`config.mk`:
```
export PLATFORM = sky130hd
export DESIGN_NAME = i2s_adc_to_fix
export DESIGN_NICKNAME = d
export VERILOG_FILES = /design/src/rtl/i2s_adc_to_fix.sv
export SDC_FILE = /design/constraint.sdc
export NUM_CORES = 1
export LEC_CHECK = 0
export CAP_MARGIN = 15
export CORE_MARGIN = 10
export CORE_UTILIZATION = 50
export CTS_BUF_LIST = sky130_fd_sc_hd__clkbuf_8
export DETAILED_ROUTE_END_ITERATION = 10
export GPL_ROUTABILITY_DRIVEN = 0
export GPL_TIMING_DRIVEN = 0
export PLACE_DENSITY = 0.76
export SYNTH_ARGS = -nofsm -noshare
export SYNTH_HDL_FRONTEND = slang
export SYNTH_SLANG_ARGS = --single-unit
```
`constraint.sdc`:
```
create_clock -name clk -period 3.01 [get_ports clk]
set_input_delay 0.301 -clock clk [delete_from_list [all_inputs] [get_ports clk]]
set_output_delay 0.301 -clock clk [all_outputs]
set_load 0.005 [all_outputs]
```
`src/rtl/i2s_adc_to_fix.sv`:
```
// I2S ADC capture: deserializes 16-bit L/R words and emits signed fixed-point pairs.
// Optional ROUND_EN: round half up instead of truncating toward -inf.
module i2s_adc_to_fix #(
    parameter int ws = 16,
    parameter int dp = 8
) (
    input  logic                 clk,
    input  logic                 rst,
    input  logic                 bclk,
    input  logic                 adclrck,
    input  logic                 adcdat,
    output logic signed [ws-1:0] out_l,
    output logic signed [ws-1:0] out_r,
    output logic                 out_valid,
    input  logic                 out_ready,
    output logic                 overrun,
    input  logic                 ovr_clr,
    output logic                 frame_err
);

    localparam int SH = 15 - dp;
`ifdef ROUND_EN
    localparam logic [16:0] RND = (17'd1 << SH) >> 1;
`endif

    typedef enum logic [1:0] {SYNC, SHIFT, HOLD} st_t;

    logic                 bclk_s1_q, bclk_s2_q, bclk_prev_q;
    logic                 lrck_s1_q, lrck_s2_q;
    logic                 dat_s1_q, dat_s2_q;
    logic                 lrck_last_q, lrck_last_d;
    logic                 lrck_vld_q, lrck_vld_d;
    st_t                  state_q, state_d;
    logic [4:0]           cnt_q, cnt_d;
    logic [14:0]          sh_q, sh_d;
    logic [15:0]          left_q, left_d;
    logic                 left_vld_q, left_vld_d;
    logic signed [ws-1:0] out_l_q, out_l_d;
    logic signed [ws-1:0] out_r_q, out_r_d;
    logic                 valid_q, valid_d;
    logic                 ovr_q, ovr_d;
    logic                 ferr_q, ferr_d;

    logic        rise, tog, pair;
    logic [15:0] word;

    // 16-bit sample to fixed point, sign-extended/truncated to ws
    function automatic logic signed [ws-1:0] conv(input logic [15:0] s);
        logic signed [16:0] e;
        e = signed'({s[15], s});
`ifdef ROUND_EN
        e = e + RND;
`endif
        e = e >>> SH;
        return ws'(e);
    endfunction

    assign rise = bclk_s2_q & ~bclk_prev_q;
    assign tog  = lrck_vld_q & (lrck_s2_q != lrck_last_q);
    assign word = {sh_q, dat_s2_q};

    // Frame FSM on bclk rising edges plus output handshake
    always_comb begin
        lrck_last_d = lrck_last_q;
        lrck_vld_d  = lrck_vld_q;
        state_d     = state_q;
        cnt_d       = cnt_q;
        sh_d        = sh_q;
        left_d      = left_q;
        left_vld_d  = left_vld_q;
        ferr_d      = 1'b0;
        pair        = 1'b0;
        if (rise) begin
            lrck_last_d = lrck_s2_q;
            lrck_vld_d  = 1'b1;
            // the edge on which the lrck change is seen is the delay slot
            unique case (state_q)
                SYNC, HOLD: begin
                    if (tog) begin
                        state_d = SHIFT;
                        cnt_d   = 5'd0;
                        if (!lrck_s2_q) left_vld_d = 1'b0;
                    end
                end
                SHIFT: begin
                    if (tog) begin
                        ferr_d     = 1'b1;
                        left_vld_d = 1'b0;
                        cnt_d      = 5'd0;
                    end else begin
                        sh_d  = word[14:0];
                        cnt_d = cnt_q + 5'd1;
                        if (cnt_q == 5'd15) begin
                            state_d = HOLD;
                            if (!lrck_last_q) begin
                                left_d     = word;
                                left_vld_d = 1'b1;
                            end else if (left_vld_q) begin
                                pair       = 1'b1;
                                left_vld_d = 1'b0;
                            end
                        end
                    end
                end
                default: state_d = SYNC;
            endcase
        end

        out_l_d = out_l_q;
        out_r_d = out_r_q;
        valid_d = valid_q;
        ovr_d   = ovr_q;
        if (pair) begin
            out_l_d = conv(left_q);
            out_r_d = conv(word);
            valid_d = 1'b1;
        end else if (valid_q && out_ready) begin
            valid_d = 1'b0;
        end
        if (pair && valid_q && !out_ready) ovr_d = 1'b1;
        else if (ovr_clr)                  ovr_d = 1'b0;
    end

    // Synchronizers and state registers
    always_ff @(posedge clk) begin
        if (rst) begin
            bclk_s1_q   <= 1'b0;
            bclk_s2_q   <= 1'b0;
            bclk_prev_q <= 1'b0;
            lrck_s1_q   <= 1'b0;
            lrck_s2_q   <= 1'b0;
            dat_s1_q    <= 1'b0;
            dat_s2_q    <= 1'b0;
            lrck_last_q <= 1'b0;
            lrck_vld_q  <= 1'b0;
            state_q     <= SYNC;
            cnt_q       <= 5'd0;
            sh_q        <= '0;
            left_q      <= '0;
            left_vld_q  <= 1'b0;
            out_l_q     <= '0;
            out_r_q     <= '0;
            valid_q     <= 1'b0;
            ovr_q       <= 1'b0;
            ferr_q      <= 1'b0;
        end else begin
            bclk_s1_q   <= bclk;
            bclk_s2_q   <= bclk_s1_q;
            bclk_prev_q <= bclk_s2_q;
            lrck_s1_q   <= adclrck;
            lrck_s2_q   <= lrck_s1_q;
            dat_s1_q    <= adcdat;
            dat_s2_q    <= dat_s1_q;
            lrck_last_q <= lrck_last_d;
            lrck_vld_q  <= lrck_vld_d;
            state_q     <= state_d;
            cnt_q       <= cnt_d;
            sh_q        <= sh_d;
            left_q      <= left_d;
            left_vld_q  <= left_vld_d;
            out_l_q     <= out_l_d;
            out_r_q     <= out_r_d;
            valid_q     <= valid_d;
            ovr_q       <= ovr_d;
            ferr_q      <= ferr_d;
        end
    end

    assign out_l     = out_l_q;
    assign out_r     = out_r_q;
    assign out_valid = valid_q;
    assign overrun   = ovr_q;
    assign frame_err = ferr_q;

endmodule

```
==> summary.md <==
| Metric | Value |
|---|---|
| Initial cell density of the core | `51.79%` |
| Post-synth top flop | `dfxtp_1` |
| Multi-input gate area | `1017 um2` |
| DRT antenna net count | `0` |
| Unique masters post-synth | `38` |
| Die X | `90.18 um` |
| Worst Skew | `10.27 ps` |
| Post-layout min period | `2132 ps` |
| Initial antenna violation count | `0` |
| Pre-CTS setup slack | `902.3 ps` |
| Largest net degree at the start of global routing | `11` |
| Avg Cell Area, Syn | `9.733 um2` |
| Peak VDD IR | `0.4002 mV` |
| Setup crit end kind | `flop` |
| Fin area | `3183 um2` |
| Total die area | `8132 um2` |
| Vias in the first global route | `1822` |
| Ys async rst share | `0%` |
| Synthesis Warnings | `0` |
| H-tree depth | `3` |
| CTS Root Buffer Type | `clkbuf_8` |
| Inserted Clock Buffers | `9` |
| Max Cap Violations | `0` |
| Final Slew Violations | `0` |
| I/O Pins | `42` |
| Worst hold path class | `primary input to flop` |
| Post-synthesis net count | `262` |
| DR vias | `1856` |
| Final Setup Violations | `0` |
| First-pass GRT wire length | `8.445 mm` |
| Slew headroom | `61.28%` |
| Total Power | `1.732 mW` |
| Commonest non-fill, non-tap cell in the layout | `dfxtp_1` |
| Post-Syn Instances | `253` |
| Clock Pin Slew Worst Setup and Hold Paths | `70 ps` |
| DPL Wire Length | `3.517 mm` |
| Crit path max fanout | `9` |
| Setup CP Type | `flop to flop` |
| Min Hold Slack | `384.6 ps` |
| Maximum clock frequency | `469.1 MHz` |
| Share of cells above drive strength 1 | `13.64%` |
| CP required | `3220 ps` |
| CTS Buffer Depth | `2` |
| CTS sink cnt | `62` |
| FP Rows | `25` |
| Fillers | `409` |
| Commonest cells after routing, fill and taps aside | `dfxtp_1 (62), clkdlybuf4s50_1 (40), nor2_1 (35)` |
| Worst Max-Slew Pin Slew | `580.8 ps` |
| Antenna cells | `0` |
| Post-synthesis sequential area ratio | `50.41%` |
| Layout Utilization | `66.95%` |
| Worst-Skew Late Latency | `340 ps` |
| Final WL | `4.954 mm` |
| Drt pass-1 iters | `4` |
| Synth Cell Area | `2462 um2` |
| Power per cell area | `544.2 nW/um2` |
| Setup ws final | `878.0 ps` |
| Placed cell count | `360` |
| Non-Filler Instances | `375` |
| GRT Resource Usage Total | `12.49%` |
| Core area | `4755 um2` |
| Total negative slack | `0 ps` |
| Area Overhead vs Synth | `29.27%` |
| Number of buffers added on ports | `40` |
| CTS Hold Buffers Added | `0` |
| Cell area after placement | `2947 um2` |
| Average wire per standard cell | `13.21 um` |
| CTS resizes | `0` |
| Post-CTS Setup Inserts | `0` |
| Number of enable flip-flop cells after synthesis | `0` |
| TritonCTS clock tree | `done` |
| Grt total ovfl | `0` |
| Final Hold Viols | `0` |
| Leak Pwr | `1.129 nW` |
| Die Y-Extent | `90.18 um` |
| RSZ-0062 raised after global routing | `false` |
| Worst Setup Start Kind | `flop` |
| FF+latch count, synth | `62` |
| DRT iter0 DRCs | `169` |
| Nets | `313` |
| Worst EP arrival | `2340 ps` |
| Run status | `finished clean` |
| Storage element area | `1241 um2` |
| Drt via density | `4.949` |
| DRC viols | `0` |
| Crit share post-route | `70.83%` |
[synthesized netlist by cell type (2+ instances only)]
library cell | count | area (um2)
mux2i_1 | 29 | 290.3
nor3_1 | 3 | 15.01
clkbuf_1 | 8 | 30.03
dfxtp_1 | 62 | 1241
a211oi_2 | 2 | 25.02
nor4bb_1 | 2 | 20.02
nand2_1 | 31 | 116.4
buf_4 | 15 | 112.6
inv_1 | 6 | 22.52
a21oi_1 | 20 | 100.1
o21ai_0 | 2 | 10.01
buf_6 | 3 | 33.78
nand3_1 | 3 | 15.01
nor2b_1 | 8 | 50.05
nor2_1 | 35 | 131.4
ha_1 | 2 | 25.02
[state kept, by name, summed over array words and instances (netlist names)]
signal,count
sh_q,15
left_q,9
out_l,9
out_r,9
cnt_q,5
state_q,2
bclk_prev_q,1
bclk_s1_q,1
bclk_s2_q,1
dat_s1_q,1
dat_s2_q,1
frame_err,1
left_vld_q,1
lrck_last_q,1
lrck_s1_q,1
lrck_s2_q,1
lrck_vld_q,1
out_valid,1
overrun,1
[cells by family (layout without fill, tap and decap cells)]
family,count (synthesis),after routing,share of synthesized area [%]
DFF,62,62,50.41
adders and majority gates,2,2,1.016
xor gates and xnor gates,1,1,1.118
and+or+nand+nor,89,89,16.67
muxes,29,29,11.79
buffers and inverters,33,88,8.282
AOI/OAI and AO/OA,37,37,10.72
[power by group]
group	internal, mW	total (mW)	switching, mW
combinational	0.0139	0.0394	0.0255
clock	0.564	0.864	0.300
sequential	0.825	0.829	0.00369
total	1.40	1.73	0.330
[metal layers]
metal	share of wire (%)	track usage, %	vias to the layer above
li1	-	-	943
met1	47	14.75	862
met2	45	19.13	42
met4	2.3	7.162	0
met5	0	0	-
met3	5.5	4.489	9
[layout make-up]
cell class | instances | area share [%]
Buffer | 27 | 5.700
Clock buffer | 10 | 4.324
Clock inverter | 5 | 3.105
Inverter | 6 | 0.7075
Multi-Input combinational cell | 158 | 31.96
Sequential cell | 62 | 38.99
Tap cell | 67 | 2.634
Timing Repair Buffer | 40 | 12.58
[worst paths after layout]
kind              startpoint     endpoint  slack, ps  cells past startpoint
setup / recovery    cnt_q[0]    left_q[7]        880                      8
hold / removal           rst  bclk_prev_q        380                      2
setup reg to reg    cnt_q[0]    left_q[7]        880                      8
hold reg to reg    lrck_s1_q    lrck_s2_q        440                      1
[critical path: stages (launching register included)]
cell and delay [ps]:
dfxtp_1 380, ha_1 210, and3_1 170, ha_1 270
inv_1 80, a2111oi_2 340, buf_4 270, mux2i_1 210
nor2_1 60
(Power assumes the default switching activity.)
